### src/rtl/mips_isa_pkg.sv
// ---------------------------------------------------------------------------
// mips_isa_pkg
// Shared MIPS instruction-set definitions used by both the instruction
// writer (encode side) and the fetch/decode path (decode side):
//   - instruction format codes (R / I / J / illegal)
//   - bit positions of every instruction field in the 32-bit word
//   - the R-type primary opcode
//   - the writer FSM state encoding
// ---------------------------------------------------------------------------
package mips_isa_pkg;

    // Format selector codes carried on the fmt input
    localparam logic [1:0] FMT_R   = 2'd0;
    localparam logic [1:0] FMT_I   = 2'd1;
    localparam logic [1:0] FMT_J   = 2'd2;
    localparam logic [1:0] FMT_ILL = 2'd3;

    // Field positions inside the 32-bit instruction word
    localparam int OPC_MSB   = 32'd31;
    localparam int OPC_LSB   = 32'd26;
    localparam int RS_MSB    = 32'd25;
    localparam int RS_LSB    = 32'd21;
    localparam int RT_MSB    = 32'd20;
    localparam int RT_LSB    = 32'd16;
    localparam int RD_MSB    = 32'd15;
    localparam int RD_LSB    = 32'd11;
    localparam int SHAMT_MSB = 32'd10;
    localparam int SHAMT_LSB = 32'd6;
    localparam int FUNCT_MSB = 32'd5;
    localparam int FUNCT_LSB = 32'd0;
    localparam int IMM_MSB   = 32'd15;
    localparam int IMM_LSB   = 32'd0;
    localparam int TGT_MSB   = 32'd25;
    localparam int TGT_LSB   = 32'd0;

    // All R-type instructions share the zero primary opcode
    localparam logic [5:0] OPC_RTYPE = 6'b000000;

    // Writer session states
    typedef enum logic [1:0] {
        ST_IDLE   = 2'd0,
        ST_ACCEPT = 2'd1,
        ST_WRITE  = 2'd2,
        ST_DONE   = 2'd3
    } state_t;

endpackage

### src/rtl/mips_instr_pack.sv
// ---------------------------------------------------------------------------
// mips_instr_pack
// Purely combinational encoder: places the decoded MIPS fields into a 32-bit
// instruction word according to the selected format.
// Ports:
//   fmt                      format selector (R/I/J/illegal)
//   opcode, rs, rt, rd,
//   shamt, funct, imm,
//   target                   instruction fields
//   word                     encoded instruction (zero for illegal fmt)
//   illegal                  high when fmt does not name a legal format
// ---------------------------------------------------------------------------
module mips_instr_pack
    import mips_isa_pkg::*;
(
    input  logic [1:0]  fmt,
    input  logic [5:0]  opcode,
    input  logic [4:0]  rs,
    input  logic [4:0]  rt,
    input  logic [4:0]  rd,
    input  logic [4:0]  shamt,
    input  logic [5:0]  funct,
    input  logic [15:0] imm,
    input  logic [25:0] target,
    output logic [31:0] word,
    output logic        illegal
);

    // Field placement per format; R-type ignores the opcode input
    always_comb begin
        word    = 32'h0000_0000;
        illegal = 1'b0;
        case (fmt)
            FMT_R: begin
                word[OPC_MSB:OPC_LSB]     = OPC_RTYPE;
                word[RS_MSB:RS_LSB]       = rs;
                word[RT_MSB:RT_LSB]       = rt;
                word[RD_MSB:RD_LSB]       = rd;
                word[SHAMT_MSB:SHAMT_LSB] = shamt;
                word[FUNCT_MSB:FUNCT_LSB] = funct;
            end
            FMT_I: begin
                word[OPC_MSB:OPC_LSB] = opcode;
                word[RS_MSB:RS_LSB]   = rs;
                word[RT_MSB:RT_LSB]   = rt;
                word[IMM_MSB:IMM_LSB] = imm;
            end
            FMT_J: begin
                word[OPC_MSB:OPC_LSB] = opcode;
                word[TGT_MSB:TGT_LSB] = target;
            end
            FMT_ILL: begin
                illegal = 1'b1;
            end
            default: begin
                illegal = 1'b1;
            end
        endcase
    end

endmodule

### src/rtl/mips_instr_writer.sv
// ---------------------------------------------------------------------------
// mips_instr_writer
// Accepts decoded MIPS field bundles over a valid/ready handshake, encodes
// each into a 32-bit instruction and writes the words to consecutive
// instruction-memory addresses starting at a base latched on start.
// Ports:
//   clk, rst_n               clock; synchronous active-low reset
//   start, base_addr, length session start pulse, first byte address, words
//   in_valid / in_ready      field bundle handshake
//   fmt ... target           decoded instruction fields
//   mem_we, mem_addr,
//   mem_wdata, mem_ready     memory write port (held until mem_ready)
//   busy, done, err          status: active, one-cycle completion, sticky
//                            illegal-format flag
//   words_written            words committed in the current session
// ---------------------------------------------------------------------------
module mips_instr_writer
    import mips_isa_pkg::*;
#(
    parameter int ADDR_W = 32,
    parameter int CNT_W  = 16
) (
    input  logic              clk,
    input  logic              rst_n,
    input  logic              start,
    input  logic [ADDR_W-1:0] base_addr,
    input  logic [CNT_W-1:0]  length,
    input  logic              in_valid,
    output logic              in_ready,
    input  logic [1:0]        fmt,
    input  logic [5:0]        opcode,
    input  logic [4:0]        rs,
    input  logic [4:0]        rt,
    input  logic [4:0]        rd,
    input  logic [4:0]        shamt,
    input  logic [5:0]        funct,
    input  logic [15:0]       imm,
    input  logic [25:0]       target,
    output logic              mem_we,
    output logic [ADDR_W-1:0] mem_addr,
    output logic [31:0]       mem_wdata,
    input  logic              mem_ready,
    output logic              busy,
    output logic              done,
    output logic              err,
    output logic [CNT_W-1:0]  words_written
);

    localparam logic [CNT_W-1:0]  CNT_ZERO  = {CNT_W{1'b0}};
    localparam logic [CNT_W-1:0]  CNT_ONE   = CNT_W'(32'd1);
    localparam logic [CNT_W-1:0]  CNT_MAX   = {CNT_W{1'b1}};
    localparam logic [ADDR_W-1:0] ADDR_ZERO = {ADDR_W{1'b0}};
    localparam logic [ADDR_W-1:0] ADDR_STEP = ADDR_W'(32'd4);

    state_t             state_r;
    logic [CNT_W-1:0]   remaining_r;
    logic [31:0]        pack_word_s;
    logic               pack_illegal_s;

    mips_instr_pack u_pack (
        .fmt     (fmt),
        .opcode  (opcode),
        .rs      (rs),
        .rt      (rt),
        .rd      (rd),
        .shamt   (shamt),
        .funct   (funct),
        .imm     (imm),
        .target  (target),
        .word    (pack_word_s),
        .illegal (pack_illegal_s)
    );

    // Session FSM; every output is registered and updated alongside the state
    always_ff @(posedge clk) begin
        if (!rst_n) begin
            state_r       <= ST_IDLE;
            remaining_r   <= CNT_ZERO;
            in_ready      <= 1'b0;
            mem_we        <= 1'b0;
            mem_addr      <= ADDR_ZERO;
            mem_wdata     <= 32'h0000_0000;
            busy          <= 1'b0;
            done          <= 1'b0;
            err           <= 1'b0;
            words_written <= CNT_ZERO;
        end else begin
            case (state_r)
                ST_IDLE: begin
                    done   <= 1'b0;
                    mem_we <= 1'b0;
                    if (start) begin
                        mem_addr      <= base_addr;
                        remaining_r   <= length;
                        err           <= 1'b0;
                        words_written <= CNT_ZERO;
                        busy          <= 1'b1;
                        if (length == CNT_ZERO) begin
                            // Empty session: report completion right away
                            state_r  <= ST_DONE;
                            done     <= 1'b1;
                            in_ready <= 1'b0;
                        end else begin
                            state_r  <= ST_ACCEPT;
                            in_ready <= 1'b1;
                        end
                    end else begin
                        state_r  <= ST_IDLE;
                        busy     <= 1'b0;
                        in_ready <= 1'b0;
                    end
                end
                ST_ACCEPT: begin
                    if (in_valid && in_ready) begin
                        if (pack_illegal_s) begin
                            // Bundle is swallowed; address and count untouched
                            err     <= 1'b1;
                            state_r <= ST_ACCEPT;
                        end else begin
                            mem_wdata <= pack_word_s;
                            mem_we    <= 1'b1;
                            in_ready  <= 1'b0;
                            state_r   <= ST_WRITE;
                        end
                    end else begin
                        state_r <= ST_ACCEPT;
                    end
                end
                ST_WRITE: begin
                    if (mem_ready) begin
                        mem_we      <= 1'b0;
                        mem_addr    <= mem_addr + ADDR_STEP;
                        remaining_r <= remaining_r - CNT_ONE;
                        if (words_written != CNT_MAX) begin
                            words_written <= words_written + CNT_ONE;
                        end else begin
                            words_written <= CNT_MAX;
                        end
                        if (remaining_r == CNT_ONE) begin
                            state_r <= ST_DONE;
                            done    <= 1'b1;
                        end else begin
                            state_r  <= ST_ACCEPT;
                            in_ready <= 1'b1;
                        end
                    end else begin
                        // Hold address/data/strobe until memory takes the word
                        state_r <= ST_WRITE;
                    end
                end
                ST_DONE: begin
                    done     <= 1'b0;
                    busy     <= 1'b0;
                    in_ready <= 1'b0;
                    mem_we   <= 1'b0;
                    state_r  <= ST_IDLE;
                end
                default: begin
                    state_r  <= ST_IDLE;
                    in_ready <= 1'b0;
                    mem_we   <= 1'b0;
                    busy     <= 1'b0;
                    done     <= 1'b0;
                end
            endcase
        end
    end

endmodule

### config.mk
export PLATFORM = sky130hd
export DESIGN_NAME = mips_instr_writer
export DESIGN_NICKNAME = d
export VERILOG_FILES = /design/src/rtl/mips_isa_pkg.sv /design/src/rtl/mips_instr_pack.sv /design/src/rtl/mips_instr_writer.sv
export SDC_FILE = /design/constraint.sdc
export NUM_CORES = 1
export LEC_CHECK = 0
export CORE_MARGIN = 3
export CORE_UTILIZATION = 49
export DETAILED_ROUTE_END_ITERATION = 8
export PLACE_DENSITY = 0.86
export RECOVER_POWER = 25
export SYNTH_ARGS = -nofsm -noshare
export SYNTH_HDL_FRONTEND = slang
export SYNTH_SLANG_ARGS = --single-unit
### constraint.sdc
create_clock -name clk -period 3.5 [get_ports clk]
set_input_delay 0.7 -clock clk [delete_from_list [all_inputs] [get_ports clk]]
set_output_delay 0.7 -clock clk [all_outputs]
set_load 0.02 [all_outputs]
==> flow_metrics.py <==
metrics = {
    "drt": {
        "via_count": 6608,
        "route.antenna.remaining_nets": 0,
        "postRouteWirelength_um": 20000,
        "drt-pass1-iter-count": 5,
        "drt-initial-drc-count": 597,
        "post_drt_via_cell_ratio": 6.05,
        "post-route-drc-count": 0,
        "route.detailed.wl_per_inst_um": 18.3,
    },
    "floorplanning": {
        "core.rowCount": 39,
        "initial_utilization_pct": 51.4,
        "io-pin-count": 214,
        "die_h_um": 117,
        "dieWidth_um": 117,
        "placeableCoreArea_mm2": 0.0117,
        "design.die.area_mm2": 0.0136,
    },
    "setup_path": {
        "crit_arrival_ns": 2.80,
        "critical_path.endpoint_type": "flip-flop",
        "setup.worst_path.class": "reg2reg",
        "cp.required_ns": 3.74,
        "crit_path_start_kind": "flip-flop",
        "critical-path-top-cell-by-count": "sky130_fd_sc_hd__nor3_1",
        "crit_path_max_incr_delay_ns": 0.54,
        "crit_fanout": 58,
        "cp_cell_sequence": "inv_1, ha_4, nand2b_1, o211ai_4, buf_12, nor3_1, a211oi_1, nor3_1",
        "crit_path_top_delay_cell": "sky130_fd_sc_hd__ha_4",
    },
    "cts": {
        "cts.htree.levels": 3,
        "cts-resized-gates": 0,
        "clk_transition_reported_paths_ns": 0.07,
        "cts_sinks": 103,
        "cts_hold_repair.buffers": 0,
        "post_cts_buffers": 0,
        "root_buffer": "sky130_fd_sc_hd__clkbuf_16",
        "clk_latency_ns": 0.35,
        "cts_made_buffers": 9,
        "cts_tree": "built",
        "clk_path_buf_depth": 2,
    },
    "synthesis": {
        "total_standard_cell_area_after_synthesis_mm2": 0.00602,
        "yosys_top_cell_area_share_pct": 34.3,
        "postSynth.topFlopCell": "sky130_fd_sc_hd__dfxtp_1",
        "mappedNetlistNets": 903,
        "yosys.cell_types.count": 69,
        "syn_avg_cell_area_um2": 7.87,
        "asyncSetResetFlopFracSynth_pct": 0,
        "largest_cells_by_area_after_synthesis": "sky130_fd_sc_hd__dfxtp_1 34%, sky130_fd_sc_hd__nand2_1 5.2%, sky130_fd_sc_hd__a21oi_1 3.8%",
        "number_of_enable_type_register_cells_in_the_synthesized_netlist": 0,
        "post-synth-top-area-cell": "sky130_fd_sc_hd__dfxtp_1",
        "synth_warnings": 0,
        "postSynthRegisterBits": 103,
        "ys_seq_area_share_pct": 34.3,
        "post_synth_inst_count": 765,
    },
    "power": {
        "power.leakage_nw": 3.36,
        "power_per_cell_area_mw_per_mm2": 459,
        "peakVddDrop_mv": 0.301,
    },
    "timing": {
        "min_hold_slack_ns": 0.463,
        "setup_tns_ns": 0,
        "timing.final.crit_period_ns": 2.55,
        "relSlewSlack_pct": 46.1,
        "worst_clock_skew_ns": 0.00651,
        "setup-violations-final": 0,
        "finalHoldViolCount": 0,
        "timing_worst_slew_pin_value_ns": 0.805,
        "max_freq_mhz": 392,
        "rsz0062_at_grt": "false",
        "slew_viol_final": 0,
        "finalCritPeriodShare_pct": 72.9,
    },
    "flow_run": {
        "maxCapViolCount": 0,
    },
    "cells_and_area": {
        "drive_gt1_share_pct": 6.22,
        "synthToLayoutAreaGrowth_pct": 41.8,
        "nFillCells": 955,
        "design_area_mm2": 0.00854,
        "design.final.nets": 1083,
    },
    "place": {
        "place_hpwl_um": 14700,
        "finalWeightedCongestion": 0.896,
        "port_buffers": 213,
        "detailed_place.area_mm2": 0.00823,
    },
    "run_status": {
        "status": "completed",
    },
    "global_route": {
        "grt_remaining_overflow": 0,
        "grt_start_max_net_pins": 75,
        "vias_in_the_first_global_route": 6316,
        "antenna_found_initial": 1,
        "grt_first_pass_wirelength_um": 31200,
        "grt.total_usage_pct": 28.9,
    },
    "worst_hold_path": {
        "min_path_type": "reg2reg",
    },
}
==> synth_stat cells, drive strengths merged, types with 2 or more instances <==
library cell and count:
nor2b 21, dfxtp 103, or3 5, a311oi 2
o211ai 21, buf 22, a41oi 5, clkbuf 35
nor3b 11, o22ai 17, o32ai 2, a21boi 13
nor3 24, or2 6, mux2i 20, or4 5
and4 9, o221ai 2, nor2 59, nand3 38
and2 11, a22oi 6, a211o 2, nand2b 8
inv 25, nor4 11, a211oi 5, a31o 2
o21ai 43, nand2 83, o211a 20, o221a 3
o31a 3, and3 8, ha 9, a221oi 10
a21oi 46, nand4 10, o21a 3, a31oi 21
nand4b 2
==> layer usage <==
layer | vias up | track usage [%] | wire length, µm
met3 | 35 | 12.1 | 2210
met5 | - | 0 | 0
met1 | 3096 | 34.3 | 7960
li1 | 3183 | - | -
met2 | 294 | 47.7 | 9370
met4 | 0 | 8.72 | 463
==> critical path, delay by kind of cell, from the launching register on <==
family / cells / cell delay [ns]
compound gates: 2 / 0.63
fa+ha+maj: 1 / 0.54
simple gates: 3 / 0.48
buf+inv: 2 / 0.41
flops: 1 / 0.35
==> sequential cells by signal, indices dropped and copies added, names as in the netlist <==
name	cells
mem_we	1
mem_wdata	32
done	1
mem_addr	32
err	1
in_ready	1
remaining_r	16
words_written	16
busy	1
state_r	2
==> cells in the final DEF, fill, tap and decap left out, types with 21 or more instances in the layout <==
master / count
sky130_fd_sc_hd__a21oi_1: 45
sky130_fd_sc_hd__a31oi_1: 21
sky130_fd_sc_hd__clkdlybuf4s50_1: 167
sky130_fd_sc_hd__dfxtp_1: 103
sky130_fd_sc_hd__inv_1: 25
sky130_fd_sc_hd__dlygate4sd3_1: 45
sky130_fd_sc_hd__nor2b_1: 21
sky130_fd_sc_hd__nor2_1: 59
sky130_fd_sc_hd__o21ai_0: 38
sky130_fd_sc_hd__nand3_1: 37
sky130_fd_sc_hd__nor3_1: 22
sky130_fd_sc_hd__nand2_1: 83
==> power breakdown <==
group | total, mW | internal [mW] | switching, mW | leakage [nW]
clock network | 1.04 | 0.589 | 0.453 | 0.145
logic | 1.38 | 0.621 | 0.758 | 2.37
registers | 1.49 | 1.32 | 0.177 | 0.841
==> cell type report <==
| class | count | area, µm² | area share [%] |
|---|---|---|---|
| multi-input combinational | 579 | 3650 | 42.7 |
| clock buffer | 12 | 256 | 3.00 |
| sequential | 103 | 2060 | 24.2 |
| timing repair buffer | 226 | 2250 | 26.4 |
| antenna | 1 | 2.50 | 0.0293 |
| inverter | 26 | 97.6 | 1.14 |
| tap | 143 | 179 | 2.10 |
| clock inverter | 3 | 42.5 | 0.498 |
==> cell families after synthesis <==
kind of cell,count (synthesis),share of synthesized area (%)
AO/OA/AOI/OAI,233,27.1
AND/OR/NAND/NOR,316,27.6
buffers and inverters,83,5.70
adder cells (fa/ha/maj),9,1.87
multiplexers,21,3.51
flip-flops,103,34.3
==> stage by stage <==
step	util (%)	cells	total power, mW	setup slack (ns)
after floorplan	-	765	2.32	1.51
after CTS	72.9	1092	3.92	0.945
after detailed placement	70.3	1077	2.89	0.695
final	72.9	1093	3.91	0.948
after global routing	72.9	1093	4.12	0.774
after global placement	70.3	1077	2.87	0.745
==> worst paths after layout <==
path	slack, ns	depth (start not counted)	from	endpoint
hold reg to reg	0.46	2	mem_wdata[29]	mem_wdata[29]
hold / removal	0.46	2	mem_wdata[29]	mem_wdata[29]
setup / recovery	0.95	8	state_r[0]	mem_addr[21]
setup reg to reg	0.95	8	state_r[0]	mem_addr[21]
Power figures use the tool's default switching activity.
